`src/rtl/bamf_ctrl_pkg.sv`:
```
// Shared types and constants for the BAMF run/halt/step controller.
package bamf_ctrl_pkg;

  localparam int unsigned DP_W        = 16;
  localparam int unsigned DEF_CYCLE_W = 32;
  localparam logic [31:0] DEF_TIMEOUT = 32'd1_000_000;

  typedef enum logic [2:0] {
    ST_IDLE,
    ST_RUN,
    ST_HALT,
    ST_STEP,
    ST_INJECT,
    ST_DONE
  } state_t;

endpackage

```
`src/rtl/bamf_cycle_counter.sv`:
```
// Saturating up-counter with synchronous clear/enable and asynchronous reset.
module bamf_cycle_counter #(
  parameter int unsigned W = 32
) (
  input  logic         clk,
  input  logic         rst,
  input  logic         clr,
  input  logic         en,
  output logic [W-1:0] count
);

  always_ff @(posedge clk or posedge rst) begin
    if (rst)
      count <= '0;
    else if (clr)
      count <= '0;
    else if (en && (count != '1))
      count <= count + W'(1);
  end

endmodule

```
`src/rtl/bamf_run_controller.sv`:
```
// Run/halt/step/inject sequencer gating the BAMF datapath clock enable.
module bamf_run_controller
  import bamf_ctrl_pkg::*;
#(
  parameter int unsigned CYCLE_W = DEF_CYCLE_W,
  parameter logic [31:0] TIMEOUT = DEF_TIMEOUT
) (
  input  logic               clk,
  input  logic               reset,
  input  logic               start,
  input  logic               halt_req,
  input  logic               step,
  input  logic               inject_valid,
  output logic               inject_ready,
  input  logic [DP_W-1:0]    inject_instr,
  input  logic [DP_W-1:0]    inject_memb,
  input  logic               dp_outport_we,
  input  logic [DP_W-1:0]    dp_outport,
  output logic               dp_clk_en,
  output logic               dp_debug,
  output logic [DP_W-1:0]    dp_debug_instr,
  output logic [DP_W-1:0]    dp_debug_memb,
  output logic [DP_W-1:0]    result,
  output logic               done,
  output logic               timeout,
  output logic [CYCLE_W-1:0] cycle_count,
  output logic               busy
);

  localparam logic [CYCLE_W:0] LIMIT = (CYCLE_W+1)'(TIMEOUT);

  state_t          state;
  logic [DP_W-1:0] inj_instr_q;
  logic [DP_W-1:0] inj_memb_q;
  logic [CYCLE_W:0] count_inc;
  logic            at_limit;
  logic            cnt_clr;

  // One bit wider so a saturated counter cannot wrap into a false limit hit.
  assign count_inc = {1'b0, cycle_count} + (CYCLE_W+1)'(1);
  assign at_limit  = (count_inc == LIMIT);
  assign cnt_clr   = start && ((state == ST_IDLE) || (state == ST_DONE));

  always_comb begin
    dp_clk_en      = state inside {ST_RUN, ST_STEP, ST_INJECT};
    busy           = dp_clk_en;
    inject_ready   = (state == ST_HALT);
    dp_debug       = (state == ST_INJECT);
    dp_debug_instr = dp_debug ? inj_instr_q : '0;
    dp_debug_memb  = dp_debug ? inj_memb_q  : '0;
  end

  bamf_cycle_counter #(.W(CYCLE_W)) u_cycle_counter (
    .clk   (clk),
    .rst   (reset),
    .clr   (cnt_clr),
    .en    (dp_clk_en),
    .count (cycle_count)
  );

  always_ff @(posedge clk or posedge reset) begin
    if (reset) begin
      state       <= ST_IDLE;
      result      <= '0;
      done        <= 1'b0;
      timeout     <= 1'b0;
      inj_instr_q <= '0;
      inj_memb_q  <= '0;
    end else begin
      unique case (state)
        ST_IDLE, ST_DONE: begin
          if (start) begin
            state   <= ST_RUN;
            done    <= 1'b0;
            timeout <= 1'b0;
          end
        end
        ST_RUN, ST_STEP, ST_INJECT: begin
          // Completion beats the limit, which beats halt; single-cycle states fall back to HALT.
          if (dp_outport_we) begin
            result <= dp_outport;
            done   <= 1'b1;
            state  <= ST_DONE;
          end else if (at_limit) begin
            timeout <= 1'b1;
            done    <= 1'b1;
            state   <= ST_DONE;
          end else if ((state != ST_RUN) || halt_req) begin
            state <= ST_HALT;
          end
        end
        ST_HALT: begin
          if (inject_valid) begin
            inj_instr_q <= inject_instr;
            inj_memb_q  <= inject_memb;
            state       <= ST_INJECT;
          end else if (step) begin
            state <= ST_STEP;
          end else if (start) begin
            state <= ST_RUN;
          end
        end
        default: state <= ST_IDLE;
      endcase
    end
  end

endmodule

```
`config.mk`:
```
export PLATFORM = sky130hd
export DESIGN_NAME = bamf_run_controller
export DESIGN_NICKNAME = d
export VERILOG_FILES = /design/src/rtl/bamf_ctrl_pkg.sv /design/src/rtl/bamf_cycle_counter.sv /design/src/rtl/bamf_run_controller.sv
export SDC_FILE = /design/constraint.sdc
export NUM_CORES = 1
export LEC_CHECK = 0
export ABC_CLOCK_PERIOD_IN_PS = 7500
export CORE_MARGIN = 10
export CORE_UTILIZATION = 51
export DETAILED_ROUTE_END_ITERATION = 12
export PLACE_DENSITY = 0.95
export SYNTH_ARGS = -nofsm -noshare
export SYNTH_HDL_FRONTEND = slang
export SYNTH_SLANG_ARGS = --single-unit
```
`constraint.sdc`:
```
create_clock -name clk -period 7.5 [get_ports clk]
set_clock_uncertainty 0.15 [all_clocks]
set_input_delay 1.125 -clock clk [delete_from_list [all_inputs] [get_ports clk]]
set_output_delay 1.125 -clock clk [all_outputs]
set_load 0.05 [all_outputs]
```
==> results of run 1 <==
-- sequential cells by signal, indices dropped and copies added (netlist names) --
signal,count
u_cycle_counter.count,32
inj_instr_q,16
inj_memb_q,16
result,16
state,3
done,1
timeout,1
-- stage by stage --
step / cell area, sq um / utilization / setup WS [ns] / hold slack, ns
after CTS: 6250 / 0.709 / 3.13 / 0.358
after floorplan: 4650 / - / 4.03 / 0.322
after global placement: 6050 / 0.687 / 3.70 / 0.327
after detailed placement: 6050 / 0.687 / 3.51 / 0.338
final: 6250 / 0.709 / 3.12 / 0.355
after global routing: 6250 / 0.709 / 2.87 / 0.368
-- report_power, final --
part / switching (uW) / internal [uW] / leakage (uW)
combinational: 702 / 408 / 0.00130
clock: 161 / 169 / 0.000101
sequential: 109 / 611 / 0.00110
-- area by class of cell --
class	instances	area, sq um
Multi-Input combinational cell	350	2320
Fill cell	639	2560
Clock inverter	4	47.5
Inverter	9	35.0
Timing Repair Buffer	144	1430
Clock buffer	11	151
Tap cell	108	135
Sequential cell	85	2130
-- placed cells by master, fill, tap and decap left out, types with 3 or more instances in the layout --
cell type        synthesis  layout
clkdlybuf4s50_1          0     140
dfrtp_1                 85      85
o21ai_0                 51      51
mux2_2                  49      49
and2_1                  39      39
nand2_1                 30      30
nor2_1                  27      27
nand3_1                 21      21
a21oi_1                 17      17
nor3_1                  13      13
nand4_1                 11      11
o31ai_1                 11      11
clkbuf_8                 0      11
inv_1                    9       8
and3_1                   8       8
xor2_1                   7       7
a31oi_1                  7       7
o41ai_1                  6       6
nor4_1                   5       5
xnor2_1                  4       4
buf_4                    2       4
and4_1                   3       3
a211oi_1                 3       3
o211ai_1                 3       3
nand2b_1                 3       3
nor3b_1                  3       3
clkinv_2                 0       3
-- metal layers --
metal,wire length (um),GRT usage,share of wire,vias up
met2,5980,0.310,0.46,223
met3,1430,0.0625,0.11,30
met5,0,0,0,-
li1,-,-,-,1969
met4,308,0.0828,0.023,0
met1,5420,0.243,0.41,1973
-- cells in the mapped netlist (all sizes together), types with 4 or more instances --
cell type	number	area (sq um)
clkbuf	16	62.6
and2	39	244
a21oi	17	85.1
xnor2	4	35.0
a31oi	7	43.8
inv	9	33.8
o31ai	11	82.6
and3	9	57.6
nand2	30	113
nor2	27	101
dfrtp	85	2130
buf	21	106
nand3	23	133
o21ai	52	260
mux2	49	552
nand4	11	68.8
xor2	7	61.3
nor3	14	75.1
o41ai	6	52.6
nor4	5	31.3
-- worst register-to-register path, stage by stage (launching register included) --
cell	delay, ns
dfrtp_1	0.52
ha_1	0.40
nand4_1	0.21
nor3_1	0.20
and3_1	0.35
a41o_1	0.22
buf_4	0.41
and2_1	0.83
o21ai_0	0.24
o31ai_1	0.13
-- worst min path at each step --
stage               depth (start not counted)  slack, ns         endpoint       startpoint
CTS                                         1       0.36   inj_instr_q[6]   inj_instr_q[6]
global placement                            1       0.33          timeout          timeout
floorplan                                   1       0.32  inj_instr_q[15]  inj_instr_q[15]
detailed placement                          1       0.34          timeout          timeout
global route                                1       0.37   inj_instr_q[6]   inj_instr_q[6]
finish                                      1       0.35   inj_instr_q[6]   inj_instr_q[6]
-- logic make-up (layout without fill, tap and decap cells) --
family	count (synthesis)	count (layout)	share of synthesized area
and+or+nand+nor	177	177	0.209
DFF	85	85	0.458
AOI/OAI and AO/OA	110	110	0.143
xor gates and xnor gates	11	11	0.0207
adders and majority gates	2	2	0.00538
muxes	50	50	0.121
buffers and inverters	46	168	0.0436
==> flow_summary_export.csv, run 1 <==
group,metric,value,unit
layout,finalNonFillerCells,711,
clocking,post_cts_buffers,0,
clocking,insertion_delay,0.35,ns
critical_path,cp_slowest_stage_delay,0.85,ns
sta,min_period,4.38,ns
clocking,numCtsBuffers,9,
sta,fmax,228,MHz
floorplanning,die_h,115,um
grt,grt_overflow,0,
layout,nNetsFinal,656,
grt,antenna_found_initial,0,
logic_synthesis,yosysSeqAreaShare,0.458,
floorplanning,dieArea,0.0133,sq mm
worst_hold_path,worstHoldPathType,"flip-flop to flip-flop",
pwr,power_leakage,0.00251,uW
sta,finalSetupViolCount,0,
place,io_buffers,140,
run_status,status,"complete, no violations",
floorplanning,ioPinCount,141,
floorplanning,start_util,0.528,
clocking,clkTransAtPathRegs,0.08,ns
critical_path,r2r_setup_slack,3.73,ns
sta,fin_setup_tns,0,ns
routing,detailroute.via_count,4195,
layout,n_antenna_cell,0,
layout,syn2layout_area_growth,34.4,%
pwr,power_density,346,mW/mm^2
flow_run,drv_cap,0,
clocking,clk_path_buf_depth,2,
sta,relSlewSlack,0.285,
clocking,cts.repair.resized,0,
place,dp_hpwl,9.56,mm
grt,grt_pass1_vias,4147,
routing,dr.pass1.iters,6,
clocking,ctsHoldBuffers,0,
critical_path,path_delay_family,"buffers and inverters",
floorplanning,rows,34,
logic_synthesis,yosysUniqueCellTypes,51,
routing,vias_per_cell,5.90,
logic_synthesis,netlist_instances,481,
place,place.gp.congestion,0.895,
routing,wl,13.1,mm
logic_synthesis,synth_area_per_cell,9.66,sq um
pwr,peakVddDrop,233,uV
sta,finalMaxSlewViolations,0,
critical_path,cp-end-kind,"output pin",
logic_synthesis,syn_nets,538,
critical_path,r2r_cells,9,
critical_path,r2r_start,"u_cycle_counter.count[0]",
critical_path,critPathRequiredTime,6.22,ns
clocking,cts.sinks,85,
logic_synthesis,yosys_most_used_dff,"dfrtp_1",
critical_path,crit_cells,7,
sta,hold_viol_final,0,
critical_path,path_cells,"inv_1, nor2_1, nand2_1, inv_1, nor2_1, inv_1, clkdlybuf4s50_1",
clocking,cts-htree-levels,3,
grt,grt_pass1_wl,21.1,mm
critical_path,critical_path_class,"flip-flop to output pin",
routing,ant_nets,0,
critical_path,start_kind,"flip-flop",
routing,route.detailed.drc,0,
logic_synthesis,synth_warnings,0,
sta,worst_pin_slew,1.07,ns
critical_path,worstReg2RegEnd,"u_cycle_counter.count[14]",
critical_path,crit_buf_inv,4,
sta,rsz0062_at_grt,"false",
clocking,tritoncts,"done",
grt,grt_usage,0.196,
logic_synthesis,async_flop_share,1.00,
critical_path,worstPathMaxFanout,34,
routing,drt-initial-drc-count,450,
grt,grt_max_degree,86,
layout,drive_above_1_share,0.126,
logic_synthesis,synthesis.area,0.00465,sq mm
floorplanning,die_w,115,um
routing,wl_per_cell,18.5,um
critical_path,path_common_cell,"inv_1",
critical_path,crit_path_end,"busy",
logic_synthesis,synth-edff-count,0,
logic_synthesis,ys_seq_elements,85,
critical_path,cp.arrival,3.10,ns
sta,fin_crit_sh,0.584,
critical_path,crit_path_start,"state[2]",
place,dp.cells,696,
floorplanning,fp.coreArea,0.00881,sq mm
critical_path,cp_slowest_cell,"clkdlybuf4s50_1",
clocking,ctsRootBufferMaster,"clkbuf_8",
pwr,p_total,2160,uW
Power figures use the tool's default switching activity.
==> inputs of run 2 (changes only) <==
Settings changed: ABC_CLOCK_PERIOD_IN_PS 7500 to 4500, CORE_UTILIZATION 51 to 48, PLACE_DENSITY 0.95 to 0.91.
Clock period 7.5 ns to 4.5 ns, I/O delays scaled along.
==> run 2 against run 1 <==
Net effect:
- via count is 2.2% higher
- non-clock buffer count stayed put
- register-to-register slack worse by 2.6 ns
- sequential cell count stayed put
- sequential power is 65% higher
- first-iteration DRC count is 8.2% higher
- combinational power is 68% higher
- largest cell class unchanged
- highest routed layer unchanged
==> flow_summary_export.csv, run 2 (same netlist as run 1, synthesis figures left out) <==
group,metric,value,unit
layout,fill_cells,737,
floorplanning,ioPinCount,141,
clocking,cts.sinks,85,
routing,wl,13.9,mm
run_status,status,"complete, no violations",
grt,grt_pass1_wl,22.2,mm
clocking,post_cts_buffers,0,
sta,fin_setup_tns,0,ns
layout,syn2layout_area_growth,35.4,%
clocking,cts-htree-levels,3,
pwr,power_density,581,mW/mm^2
floorplanning,fp.coreArea,0.00933,sq mm
layout,top_register,"u_cycle_counter.count",
routing,vias_per_cell,5.86,
layout,nNetsFinal,656,
grt,grt_overflow,0,
routing,dr.pass1.iters,6,
pwr,peakVddDrop,474,uV
worst_hold_path,hold-path-endpoint,"inj_instr_q[0]",
critical_path,start_kind,"flip-flop",
critical_path,r2r_start,"u_cycle_counter.count[0]",
critical_path,r2r_cells,8,
floorplanning,die_w,118,um
pwr,power_leakage,0.00251,uW
clocking,ctsHoldBuffers,0,
floorplanning,dieArea,0.0140,sq mm
layout,post-route-cell-area,0.00629,sq mm
clocking,numCtsBuffers,9,
clocking,insertion_delay,0.35,ns
layout,n_antenna_cell,0,
place,dp_hpwl,10.4,mm
layout,utilization,0.675,
grt,grt-busiest-layer,"met2",
clocking,cts.repair.resized,0,
routing,wl_per_cell,18.9,um
layout,final_cell_mix,"clkdlybuf4s50_1, dfrtp_1, o21ai_0",
floorplanning,die_h,118,um
grt,use_met1,0.231,
place,place.gp.congestion,0.908,
layout,drive_above_1_share,0.126,
clocking,clkTransAtPathRegs,0.09,ns
flow_run,drv_cap,0,
floorplanning,start_util,0.498,
grt,grt_max_degree,49,
grt,grt_pass1_vias,4246,
routing,drt-initial-drc-count,487,
sta,rsz0062_at_grt,"false",
layout,largest_register_ffs,32,
sta,hold_viol_final,0,
critical_path,worstReg2RegEnd,"state[1]",
sta,worst_pin_slew,0.880,ns
sta,finalMaxSlewViolations,0,
critical_path,cp-end-kind,"output pin",
grt,grt.met3_usage,0.0566,
critical_path,worstPathMaxFanout,34,
clocking,clk_path_buf_depth,2,
layout,final_common_cell,"clkdlybuf4s50_1",
sta,finalSetupViolCount,0,
sta,min_period,3.96,ns
critical_path,r2r_setup_slack,1.12,ns
routing,route.detailed.drc,0,
floorplanning,rows,35,
critical_path,cp.arrival,3.13,ns
sta,holdWs,0.351,ns
clocking,ctsRootBufferMaster,"clkbuf_8",
worst_hold_path,worstHoldStart,"inj_instr_q[0]",
critical_path,critPathRequiredTime,3.67,ns
grt,antenna_found_initial,0,
worst_hold_path,worstHoldPathType,"flip-flop to flip-flop",
routing,detailroute.via_count,4286,
sta,fin_crit_sh,0.880,
place,io_buffers,140,
worst_hold_path,hold_depth,1,
place,placed_cell_area,0.00607,sq mm
sta,relSlewSlack,0.413,
sta,fmax,253,MHz
routing,ant_nets,0,
grt,met2_usage,0.316,
critical_path,critical_path_class,"flip-flop to output pin",
clocking,tritoncts,"done",
grt,grt_usage,0.189,
-- run 2: power breakdown --
part / leakage [uW] / internal [uW] / switching [uW]
Combinational: 0.00130 / 682 / 1180
Clock: 0.000104 / 315 / 284
Sequential: 0.00110 / 1020 / 176
Total: 0.00251 / 2020 / 1640
-- run 2: layout make-up --
type | count | area [sq um] | share of cell area
clock inverters | 6 | 95.1 | 0.0151
repair buffers | 144 | 1430 | 0.227
clock buffers | 9 | 124 | 0.0197
flip-flops and latches | 85 | 2130 | 0.338
multi-input cells | 350 | 2320 | 0.368
inverters | 9 | 35.0 | 0.00557
well taps | 129 | 161 | 0.0257
-- run 2: worst max-delay path by stage --
stage | from | to | cells past startpoint | slack, ns
global route | state[2] | busy | 7 | 0.24
detailed placement | state[2] | busy | 7 | 0.94
finish | state[2] | busy | 7 | 0.54
floorplan | state[1] | inj_instr_q[0] | 6 | 1.26
global placement | state[2] | dp_clk_en | 7 | 1.12
CTS | state[2] | busy | 7 | 0.55
-- run 2: critical path: stages, from the launching register on --
cell and delay [ns]:
dfrtp_1 0.49, inv_1 0.13, nor2_1 0.20, nand2_1 0.12, inv_1 0.56, nor2_1 0.26, inv_1 0.18, clkdlybuf4s50_1 0.84
-- run 2: routing by layer --
metal,share of wire,routed length [um]
met1,0.41,5740
met2,0.48,6690
met5,0,0
met4,0.016,227
met3,0.088,1210
-- run 2: metrics by stage --
stage          instances  setup slack [ns]  power [uW]
6_report             732             0.541        3660
5_1_grt              732             0.242        3860
4_1_cts              732             0.548        3680
3_5_place_dp         717             0.936        3080
3_3_place_gp         717              1.12        2990
2_1_floorplan        481              1.26        2480
